===== src/rtl/msg_ser_tx.sv =====
// Serial frame transmitter: start bit, 2-bit port, 4-bit byte count, payload bytes MSB first, idle gap.
// Payload bytes are fetched through a one-byte holding buffer; a missing byte is sent as zeros.
//
// state   | meaning
// --------+--------------------------------------------------
// S_IDLE  | line high, waiting for a frame request
// S_START | start bit (0) on the line
// S_PORT  | two port bits, MSB first
// S_COUNT | four byte-count bits, MSB first
// S_DATA  | payload bits, 8 per byte, MSB first
// S_GAP   | line held high for GAP_CYCLES cycles
module msg_ser_tx #(
    parameter int unsigned GAP_CYCLES = 1
) (
    input  logic       Clk,
    input  logic       reset,
    input  logic       inValid,
    output logic       inReady,
    input  logic [1:0] portNum,
    input  logic [3:0] byteNum,
    input  logic [7:0] dataIn,
    input  logic       dataValid,
    output logic       dataReady,
    output logic       serOut,
    output logic       busy,
    output logic       done,
    output logic       underrun
);

    typedef enum logic [2:0] {
        S_IDLE,
        S_START,
        S_PORT,
        S_COUNT,
        S_DATA,
        S_GAP
    } state_t;

    localparam logic [3:0] GAP_LAST = 4'(GAP_CYCLES - 1);

    state_t     state_q, state_d;
    logic [1:0] port_q, port_d;
    logic [3:0] cnt_q, cnt_d;
    logic [3:0] fetch_q, fetch_d;
    logic [7:0] buf_q, buf_d;
    logic       buf_full_q, buf_full_d;
    logic [7:0] shift_q, shift_d;
    logic [2:0] bit_q, bit_d;
    logic [3:0] byte_q, byte_d;
    logic [3:0] gap_q, gap_d;
    logic       ser_q, ser_d;
    logic       done_q, done_d;
    logic       underrun_q, underrun_d;

    logic       slot_load;
    logic       data_acc;
    logic [3:0] fetch_dec;

    assign inReady   = (state_q == S_IDLE);
    assign busy      = (state_q != S_IDLE);
    assign dataReady = !buf_full_q && (fetch_q != 4'd0) &&
                       ((state_q == S_START) || (state_q == S_PORT) ||
                        (state_q == S_COUNT) || (state_q == S_DATA));
    assign data_acc  = dataValid && dataReady;
    assign serOut    = ser_q;
    assign done      = done_q;
    assign underrun  = underrun_q;

    always_comb begin
        state_d    = state_q;
        port_d     = port_q;
        cnt_d      = cnt_q;
        fetch_d    = fetch_q;
        buf_d      = buf_q;
        buf_full_d = buf_full_q;
        shift_d    = shift_q;
        bit_d      = bit_q;
        byte_d     = byte_q;
        gap_d      = gap_q;
        slot_load  = 1'b0;
        underrun_d = 1'b0;
        fetch_dec  = 4'd0;

        case (state_q)
            S_IDLE: begin
                if (inValid) begin
                    state_d    = S_START;
                    port_d     = portNum;
                    cnt_d      = byteNum;
                    fetch_d    = byteNum;
                    buf_full_d = 1'b0;
                    bit_d      = 3'd0;
                    byte_d     = 4'd0;
                    gap_d      = 4'd0;
                end
            end
            S_START: begin
                state_d = S_PORT;
                bit_d   = 3'd0;
            end
            S_PORT: begin
                if (bit_q == 3'd1) begin
                    state_d = S_COUNT;
                    bit_d   = 3'd0;
                end else begin
                    bit_d = bit_q + 3'd1;
                end
            end
            S_COUNT: begin
                if (bit_q == 3'd3) begin
                    bit_d = 3'd0;
                    if (cnt_q != 4'd0) begin
                        state_d   = S_DATA;
                        byte_d    = 4'd0;
                        slot_load = 1'b1;
                    end else begin
                        state_d = S_GAP;
                        gap_d   = 4'd0;
                    end
                end else begin
                    bit_d = bit_q + 3'd1;
                end
            end
            S_DATA: begin
                shift_d = {shift_q[6:0], 1'b0};
                bit_d   = bit_q + 3'd1;
                if (bit_q == 3'd7) begin
                    if (byte_q + 4'd1 == cnt_q) begin
                        state_d = S_GAP;
                        gap_d   = 4'd0;
                    end else begin
                        byte_d    = byte_q + 4'd1;
                        slot_load = 1'b1;
                    end
                end
            end
            S_GAP: begin
                if (gap_q == GAP_LAST) begin
                    state_d = S_IDLE;
                    gap_d   = 4'd0;
                end else begin
                    gap_d = gap_q + 4'd1;
                end
            end
            default: state_d = S_IDLE;
        endcase

        // Slot load empties the buffer; a byte accepted on the same edge refills it for the next slot.
        if (slot_load) begin
            shift_d    = buf_full_q ? buf_q : 8'h00;
            buf_full_d = 1'b0;
            underrun_d = !buf_full_q;
        end
        if (data_acc) begin
            buf_d      = dataIn;
            buf_full_d = 1'b1;
        end

        if (state_q != S_IDLE) begin
            fetch_dec = {3'd0, data_acc} + {3'd0, underrun_d};
            fetch_d   = (fetch_q > fetch_dec) ? (fetch_q - fetch_dec) : 4'd0;
        end

        done_d = (state_d == S_GAP) && (state_q != S_GAP);

        case (state_d)
            S_START: ser_d = 1'b0;
            S_PORT:  ser_d = port_d[~bit_d[0]];
            S_COUNT: ser_d = cnt_d[2'd3 - bit_d[1:0]];
            S_DATA:  ser_d = shift_d[7];
            default: ser_d = 1'b1;
        endcase
    end

    always_ff @(posedge Clk) begin
        if (reset) begin
            state_q    <= S_IDLE;
            port_q     <= 2'd0;
            cnt_q      <= 4'd0;
            fetch_q    <= 4'd0;
            buf_q      <= 8'h00;
            buf_full_q <= 1'b0;
            shift_q    <= 8'h00;
            bit_q      <= 3'd0;
            byte_q     <= 4'd0;
            gap_q      <= 4'd0;
            ser_q      <= 1'b1;
            done_q     <= 1'b0;
            underrun_q <= 1'b0;
        end else begin
            state_q    <= state_d;
            port_q     <= port_d;
            cnt_q      <= cnt_d;
            fetch_q    <= fetch_d;
            buf_q      <= buf_d;
            buf_full_q <= buf_full_d;
            shift_q    <= shift_d;
            bit_q      <= bit_d;
            byte_q     <= byte_d;
            gap_q      <= gap_d;
            ser_q      <= ser_d;
            done_q     <= done_d;
            underrun_q <= underrun_d;
        end
    end

endmodule


===== config.mk =====
export PLATFORM = sky130hd
export DESIGN_NAME = msg_ser_tx
export DESIGN_NICKNAME = d
export VERILOG_FILES = /design/src/rtl/msg_ser_tx.sv
export SDC_FILE = /design/constraint.sdc
export NUM_CORES = 1
export LEC_CHECK = 0
export ABC_AREA = 1
export BUFFER_PORTS_ARGS = -buffer_cell sky130_fd_sc_hd__clkbuf_2
export CAP_MARGIN = 20
export CORE_MARGIN = 2
export CORE_UTILIZATION = 59
export CTS_CLUSTER_DIAMETER = 30
export DETAILED_ROUTE_END_ITERATION = 6
export PLACE_DENSITY = 0.79
export RECOVER_POWER = 50
export SETUP_SLACK_MARGIN = 0.02
export SKIP_CTS_REPAIR_TIMING = 1
export SLEW_MARGIN = 25
export SYNTH_ARGS = -nofsm -noshare
export SYNTH_HDL_FRONTEND = slang
export SYNTH_SLANG_ARGS = --single-unit

===== constraint.sdc =====
create_clock -name Clk -period 3.71 [get_ports Clk]
set_input_delay 0.371 -clock Clk [delete_from_list [all_inputs] [get_ports Clk]]
set_output_delay 0.371 -clock Clk [all_outputs]
set_load 0.05 [all_outputs]

## After elaboration in Yosys (flattened, before gate mapping)

Cells that the tools add are included.

| cells by class | value |
|---|---|
| $add $sub $neg | 6 |
| magnitude comparators | 3 |
| eq/ne operators | 22 |
| mux-type cells | 50 |
| bitwise logic cells | 1 |
| reductions and logical operators | 26 |

Operators with widths:

| operator | count |
|---|---|
| two-way mux 4 bit | 16 |
| two-way mux 3 bit | 9 |
| two-way mux 8 bit | 3 |
| one-hot mux 3 bit (6 select lines) | 1 |
| one-hot mux 4 bit (4 select lines) | 1 |
| equality test 3 x 2 -> 1 bit (second input constant) | 5 |
| equality test 3 bit (second input constant) | 5 |
| one-hot mux 3 bit (5 select lines) | 1 |
| two-way mux 1 bit | 13 |
| one-hot mux 4 bit (3 select lines) | 1 |
| AND reduction 6 bit | 2 |
| nonzero test 3 bit | 4 |
| nonzero test 4 bit | 3 |
| equality test 3 x 1 -> 1 bit (second input constant) | 3 |
| adder 4 x 1 -> 4 bit (second input constant) | 2 |
| inequality test 2 x 1 -> 1 bit (second input constant) | 4 |
| inequality test 2 bit (second input constant) | 3 |
| AND reduction 2 bit | 3 |
| nonzero test 2 bit | 3 |
| nonzero test 5 bit | 1 |
| equality test 4 bit | 1 |
| > comparator 4 x 2 -> 1 bit | 1 |
| logical AND 1 bit | 4 |
| zero test 4 bit | 1 |
| 15 further kinds | 18 |

| word-level totals | value |
|---|---|
| flip-flop bits (word level) | 44 |
| input bits | 18 |

## Logic depth before layout (Yosys ltp)

Gate-level depths: netlist of run 1.

| logic depth | value |
|---|---|
| depth after elaboration | 10 |
| gate-level depth with buffers | 20 |
| gate-level depth less buffers | 20 |

## Worst setup path before layout of run 1

OpenSTA, ideal clock, no wires.

| path | value |
|---|---|
| path kind | register to register |
| start | register state_q[2] |
| end | register fetch_q[0] |
| library setup time | 0.074 ns |
| arrival time | 3.243 ns |
| data required time | 3.636 ns |
| path slack | 0.393 ns |
| stages on the path, launching flop included | 15 |
| period minus slack after synthesis | 3.317 ns |
| path through | dfxtp_1 inv_2 nand2_4 inv_2 nor4_4 nand2_4 clkinv_4 ha_1 ha_1 inv_1 fa_1 a21oi_1 or2_2 or2_1 a31oi_1 |

RTL lines:

| item | RTL line | RTL |
|---|---|---|
| start, declared | 41 | `state_t state_q, state_d;` |
| start signal, assigned | 191 | `state_q <= state_d;` |
| nonzero test 3 bit (*) | -- |  |
| via busy | 25 | `output logic busy,` |
| nonzero test 2 bit (no line) | -- |  |
| AND reduction 2 bit (no line) | -- |  |
| end signal, assigned | 194 | `fetch_q <= fetch_d;` |
| end, declared | 44 | `logic [3:0] fetch_q, fetch_d;` |

Mark *: on every way through the listed nets, which the timed path passes. The rest lies on a longest branch.
A chain may end at the register's enable or synchronous reset.

## Worst setup path in the final report of run 1

| path | value |
|---|---|
| start | register state_q[2] |
| end | register fetch_q[0] |

| between the ends | value |
|---|---|
| longest elaborated chain between the ends | 10 |

RTL lines:

| item | RTL line | RTL |
|---|---|---|
| equality test 3 x 1 -> 1 bit / equality test 3 x 2 -> 1 bit (equally long branches) | 62 | `((state_q == S_START) \|\| (state_q == S_PORT) \|\|` |
| logical OR 1 bit (2 in a row) | 62 |  |
| logical OR 1 bit | 63 | `(state_q == S_COUNT) \|\| (state_q == S_DATA));` |
| logical AND 1 bit | 61 | `assign dataReady = !buf_full_q && (fetch_q != 4'd0) &&` |
| logical AND 1 bit | 64 | `assign data_acc = dataValid && dataReady;` |
| adder 1 x 1 -> 2 bit | 160 | `fetch_dec = {3'd0, data_acc} + {3'd0, underrun_d};` |
| subtractor 4 x 2 -> 4 bit / > comparator 4 x 2 -> 1 bit (equally long branches) | 161 | `fetch_d = (fetch_q > fetch_dec) ? (fetch_q - fetch_dec) : 4'd0;` |
| two-way mux 4 bit | 161 |  |
| two-way mux 4 bit | 159 | `if (state_q != S_IDLE) begin` |

Several ways; a longest one is shown, not always the timed one.

==> flow_summary.json, run 1 <==
{
  "rsz0062_at_grt": "false",
  "cp_cell_sequence": "inv_2 > nand2_4 > inv_1 > nor4_1 > nand2_4 > clkinvlp_2 > ha_1 > ha_1 > inv_1 > fa_1 > a21oi_1 > or2_2 > or2_1 > a31oi_1",
  "clk_latency_ns": 0.31,
  "area_growth_pct": 8.31,
  "p_int_w": 0.000734,
  "die_w_um": 69.1,
  "drive_gt1_share_pct": 12.2,
  "fin_util_pct": 67.2,
  "cp_slowest_cell": "nor4_1",
  "antenna_found_initial": 0,
  "swShare_pct": 33.8,
  "synth_warnings": 0,
  "syn-num-nets": 398,
  "antenna_left": 0,
  "antenna_cells": 0,
  "syn_inst": 368,
  "drv_cap": 0,
  "cts_sinks": 44,
  "die_height_um": 69.1,
  "gr-total-overflow": 0,
  "dp_hpwl_um": 4140,
  "vias": 2378,
  "start_util_pct": 62.0,
  "crit_path_start_kind": "register",
  "finalNetCount": 422,
  "switchingPower_w": 0.000374,
  "total_power_w": 0.00111,
  "io_pins": 24,
  "end_kind": "register",
  "numCtsBuffers": 5,
  "htree_levels": 2,
  "gp_congestion": 0.853,
  "cts_root_buffer": "clkbuf_8",
  "critPathBufInv": 4,
  "path_max_fanout": 10,
  "setup_tns_ns": 0,
  "design.die.area_mm2": 0.00477,
  "max_freq_ghz": 0.305,
  "synth-seq-area-share_pct": 35.3,
  "skew_ns": 0.0164,
  "yosysUniqueCellTypes": 34,
  "powerDensity_mw_per_mm2": 409,
  "setup_violations": 0,
  "wl_per_cell_um": 12.3,
  "p_seq_share_pct": 47.6,
  "row_count": 23,
  "synth_seq_cells": 44,
  "hp-class": "input port to register",
  "grt_start_max_net_pins": 36,
  "grt_pass1_vias": 2171,
  "cts_buffer_depth": 2,
  "drv_slew": 0,
  "wirelength_um": 5460,
  "crit_type": "register to register",
  "cts_tree": "done",
  "dr.pass1.iters": 4,
  "ir_drop_mv": 0.235,
  "fin_crit_sh_pct": 88.3,
  "tightestPinTransition_ns": 0.750,
  "crit_arrival_ns": 3.49,
  "clk_pin_slew_worst_paths_ns": 0.08,
  "coreArea_mm2": 0.00403,
  "via_per_inst": 5.37,
  "critPathTopFamily": "simple AND/OR/NAND/NOR gates",
  "finalHoldViolCount": 0,
  "leakage_nw": 1.23,
  "drc_errors": 0,
  "crit_path_max_incr_delay_ns": 0.52,
  "finalCriticalPeriod_ns": 3.28,
  "placement.io_buffers": 23,
  "combPwrFrac_pct": 23.5,
  "grt_pass1_wl_um": 9420,
  "cp_data_required_time_ns": 3.93,
  "clockPowerShare_pct": 29.0,
  "syn_area_mm2": 0.00250,
  "slew_headroom_pct": 50.0,
  "grt_use_total_pct": 23.9,
  "drt_iter0_drc": 124,
  "syn_area_per_cell_um2": 6.79,
  "status": "complete, no violations"
}
state kept, by name (all words and copies together), names as in the netlist:
register    flops
buf_q           8
shift_q         8
byte_q          4
cnt_q           4
fetch_q         4
gap_q           4
bit_q           3
state_q         3
port_q          2
buf_full_q      1
done            1
serOut          1
underrun        1
tightest hold or removal path, cell delays in order:
cell	delay, ns
clkbuf_2	0.08
o21ai_1	0.06
nor2_1	0.07
layer usage:
layer | vias to the layer above | routed length (um) | global-route usage [%] | share of wire [%]
met5 | - | 0 | 0 | 0
met4 | 0 | 54 | 7.19 | 0.99
met3 | 7 | 263 | 5.56 | 4.8
met2 | 62 | 2530 | 38.0 | 46
met1 | 1072 | 2610 | 32.4 | 48
li1 | 1237 | - | - | -
final timing paths:
check              from          to  slack [ns]  cells after the start
max          state_q[2]  fetch_q[0]        0.43                     14
max reg2reg  state_q[2]  fetch_q[0]        0.43                     14
min reg2reg    gap_q[1]    gap_q[1]        0.49                      2
min           dataIn[3]    buf_q[3]        0.31                      3
per-stage QoR:
step	area (um2)	instances	setup slack (ns)	hold slack (ns)
2_1_floorplan	2500	368	0.393	0.446
3_3_place_gp	2650	435	0.660	0.460
3_5_place_dp	2650	435	0.520	0.479
4_1_cts	2740	443	0.492	0.313
5_1_grt	2710	443	0.102	0.326
6_report	2710	443	0.432	0.312
cells in the final DEF (no fill, tap or decap), drive strengths merged:
cell	instances
fa	1
o21a	1
o211ai	1
xor2	2
nand4	10
o21ai	18
inv	47
nor4	3
xnor2	2
clkbuf	29
a221oi	1
clkinvlp	3
buf	1
nand3	36
or2	4
dfxtp	44
nor3	5
a31oi	4
ha	11
nor2	57
nor3b	1
nand3b	1
a21oi	21
nand2	90
synthesized netlist by cell type, drive strengths merged:
master,n,share of area [%]
clkbuf,5,0.75
nor3,5,1.0
nand3,36,7.4
nor2,57,9.4
a31oi,4,1.0
xnor2,2,0.70
o21ai,18,3.6
nand3b,1,0.30
o211ai,1,0.30
nand2,90,15
or2,4,1.0
clkinv,1,0.35
a221oi,1,0.35
ha,11,5.5
a21oi,21,4.2
xor2,2,0.70
dfxtp,44,35
fa,1,0.80
o21a,1,0.30
inv,47,7.1
nor3b,1,0.30
nand4,10,2.5
buf,2,0.75
nor4,3,1.9
area by class of cell:
type | count | area (um2)
inverters | 48 | 181
clock inverters | 2 | 15.0
well taps | 50 | 62.6
fillers | 380 | 1320
flip-flops and latches | 44 | 881
repair buffers | 24 | 118
multi-input cells | 269 | 1370
clock buffers | 6 | 82.6
cell families after synthesis:
family | count (synthesis) | synth area share, %
compound gates | 46 | 9.76
simple gates | 207 | 38.4
xor+xnor | 4 | 1.40
fa+ha+maj | 12 | 6.31
flops | 44 | 35.3
buf+inv | 55 | 8.91
power by group through the flow:
stage / Combinational, W / Sequential, W / Clock (W)
after floorplan: 0.000203 / 0.000538 / 0
after global placement: 0.000264 / 0.000539 / 0
after detailed placement: 0.000268 / 0.000539 / 0
after CTS: 0.000269 / 0.000528 / 0.000323
after global routing: 0.000294 / 0.000531 / 0.000342
final: 0.000260 / 0.000527 / 0.000321
No activity file was read; power rests on OpenSTA's default activity.
==> run 2: changes to the inputs <==
CELL_PAD_IN_SITES_DETAIL_PLACEMENT = 0   (was default)
CELL_PAD_IN_SITES_GLOBAL_PLACEMENT = 1   (was default)
CORE_UTILIZATION = 42   (was 59)
PLACE_DENSITY = default   (was 0.79)
PLACE_DENSITY_LB_ADDON = 0.1   (was default)
==> flow_summary.json, run 2 (same netlist as run 1, synthesis figures left out) <==
{
  "leakage_nw": 1.25,
  "finalHoldViolCount": 0,
  "grt_pass1_vias": 2129,
  "cts_root_buffer": "clkbuf_8",
  "regToRegSetupSlack_ns": 0.50,
  "clockPowerShare_pct": 33.5,
  "io_pins": 24,
  "wl_per_cell_um": 12.5,
  "layout_common_cells": "86 x nand2_1, 53 x nor2_1, 44 x dfxtp_1, 41 x inv_1, 35 x nand3_1",
  "cp_slowest_cell": "dfxtp_1",
  "dr.pass1.iters": 4,
  "tightestPinTransition_ns": 0.787,
  "antenna_left": 0,
  "switchingPower_w": 0.000385,
  "ir_drop_mv": 0.232,
  "crit_type": "register to register",
  "cpMostUsedCell": "ha_1",
  "cp_data_required_time_ns": 3.93,
  "row_count": 28,
  "grt_use_total_pct": 19.6,
  "htree_levels": 2,
  "skew_ns": 0.00335,
  "swShare_pct": 32.4,
  "fin_ws_ns": 0.504,
  "drive_gt1_share_pct": 12.2,
  "final_common_cell": "nand2_1",
  "finalNetCount": 422,
  "area_growth_pct": 10.7,
  "drt_iter0_drc": 131,
  "antenna_found_initial": 0,
  "antenna_cells": 0,
  "start_util_pct": 42.7,
  "setup_violations": 0,
  "crit_end": "fetch_q[0]",
  "placement.io_buffers": 23,
  "dp_hpwl_um": 4350,
  "p_seq_share_pct": 44.4,
  "numCtsBuffers": 5,
  "finalCriticalPeriod_ns": 3.21,
  "vias": 2276,
  "r2r-end": "fetch_q[0]",
  "r2r-start": "byte_q[0]",
  "gp_congestion": 0.771,
  "crit_path_start_kind": "register",
  "rsz0062_at_grt": "false",
  "drv_slew": 0,
  "cp_cell_sequence": "ha_1 > xnor2_1 > nand2_1 > nor2_1 > nand2_1 > nand3_2 > nand2_4 > inv_2 > nor2_1 > ha_1 > ha_1 > inv_1 > fa_1 > a21oi_1 > or2_2 > or2_1 > a31oi_1",
  "drc_errors": 0,
  "drv_cap": 0,
  "slew_headroom_pct": 47.5,
  "clk_latency_ns": 0.30,
  "die_w_um": 81.1,
  "powerDensity_mw_per_mm2": 430,
  "gr-total-overflow": 0,
  "cts_sinks": 44,
  "fin_util_pct": 47.3,
  "crit_path_max_incr_delay_ns": 0.43,
  "grt_pass1_wl_um": 9990,
  "design.die.area_mm2": 0.00658,
  "p_int_w": 0.000804,
  "end_kind": "register",
  "fin_crit_sh_pct": 86.4,
  "hp-class": "input port to register",
  "status": "complete, no violations",
  "combPwrFrac_pct": 22.0,
  "cts_buffer_depth": 2,
  "crit_arrival_ns": 3.43,
  "crit_start": "byte_q[0]",
  "dp_slack_ns": 0.523,
  "grt_start_max_net_pins": 36,
  "clk_pin_slew_worst_paths_ns": 0.09,
  "setup_tns_ns": 0,
  "path_max_fanout": 9,
  "via_per_inst": 4.86,
  "cts_tree": "done",
  "coreArea_mm2": 0.00585,
  "wirelength_um": 5830,
  "die_height_um": 81.1,
  "max_freq_ghz": 0.312,
  "top_regs": "buf_q: 8 flops, shift_q: 8 flops",
  "worst_r2r_path_depth": 17
}
run 2: changes by cell type in the layout (fill, tap and decap cells not counted), sizes merged:
cell	before	now
clkinvlp	3	0
clkinv	0	2
bufinv	0	1
run 2: area by class of cell:
cell class | count | area [um2]
clock buffers | 6 | 82.6
clock inverters | 2 | 38.8
fillers | 614 | 3090
inverters | 48 | 185
multi-input cells | 269 | 1370
flip-flops and latches | 44 | 881
well taps | 75 | 93.8
repair buffers | 24 | 118
run 2: critical path, delay by kind of cell (launching register included):
| family | cells | cell delay [ns] |
|---|---|---|
| adders and majority gates | 4 | 0.95 |
| xor gates and xnor gates | 1 | 0.16 |
| buffers and inverters | 2 | 0.19 |
| AOI/OAI and AO/OA | 2 | 0.18 |
| and+or+nand+nor | 8 | 1.21 |
| DFF | 1 | 0.43 |
run 2: how the worst min path moves through the flow:
stage / from / end / depth (start not counted)
finish: dataIn[3] / buf_q[3] / 3
global route: dataIn[3] / buf_q[3] / 3
CTS: dataIn[3] / buf_q[3] / 3
detailed placement: port_q[1] / port_q[1] / 2
global placement: port_q[1] / port_q[1] / 2
floorplan: port_q[1] / port_q[1] / 2
run 2: power groups by stage:
| stage | sequential (W) | clock [W] | combinational (W) |
|---|---|---|---|
| 6_report | 0.000528 | 0.000399 | 0.000262 |
| 5_1_grt | 0.000534 | 0.000433 | 0.000300 |
| 4_1_cts | 0.000529 | 0.000410 | 0.000274 |
| 3_5_place_dp | 0.000539 | 0 | 0.000272 |
| 3_3_place_gp | 0.000539 | 0 | 0.000272 |
| 2_1_floorplan | 0.000538 | 0 | 0.000203 |
run 2: routing by layer:
| layer | GRT usage, % | share of wire [%] |
|---|---|---|
| met5 | 0 | 0 |
| met4 | 5.76 | 0.75 |
| met3 | 4.11 | 2.3 |
| met2 | 28.3 | 43 |
| met1 | 29.0 | 54 |
run 2: stage by stage:
stage / power [W] / hold WS, ns / instance area [um2] / instances
after floorplan: 0.000741 / 0.446 / 2500 / 368
after global placement: 0.000811 / 0.458 / 2680 / 460
after detailed placement: 0.000812 / 0.464 / 2680 / 460
after CTS: 0.00121 / 0.297 / 2800 / 468
after global routing: 0.00127 / 0.323 / 2770 / 468
final: 0.00119 / 0.303 / 2770 / 468
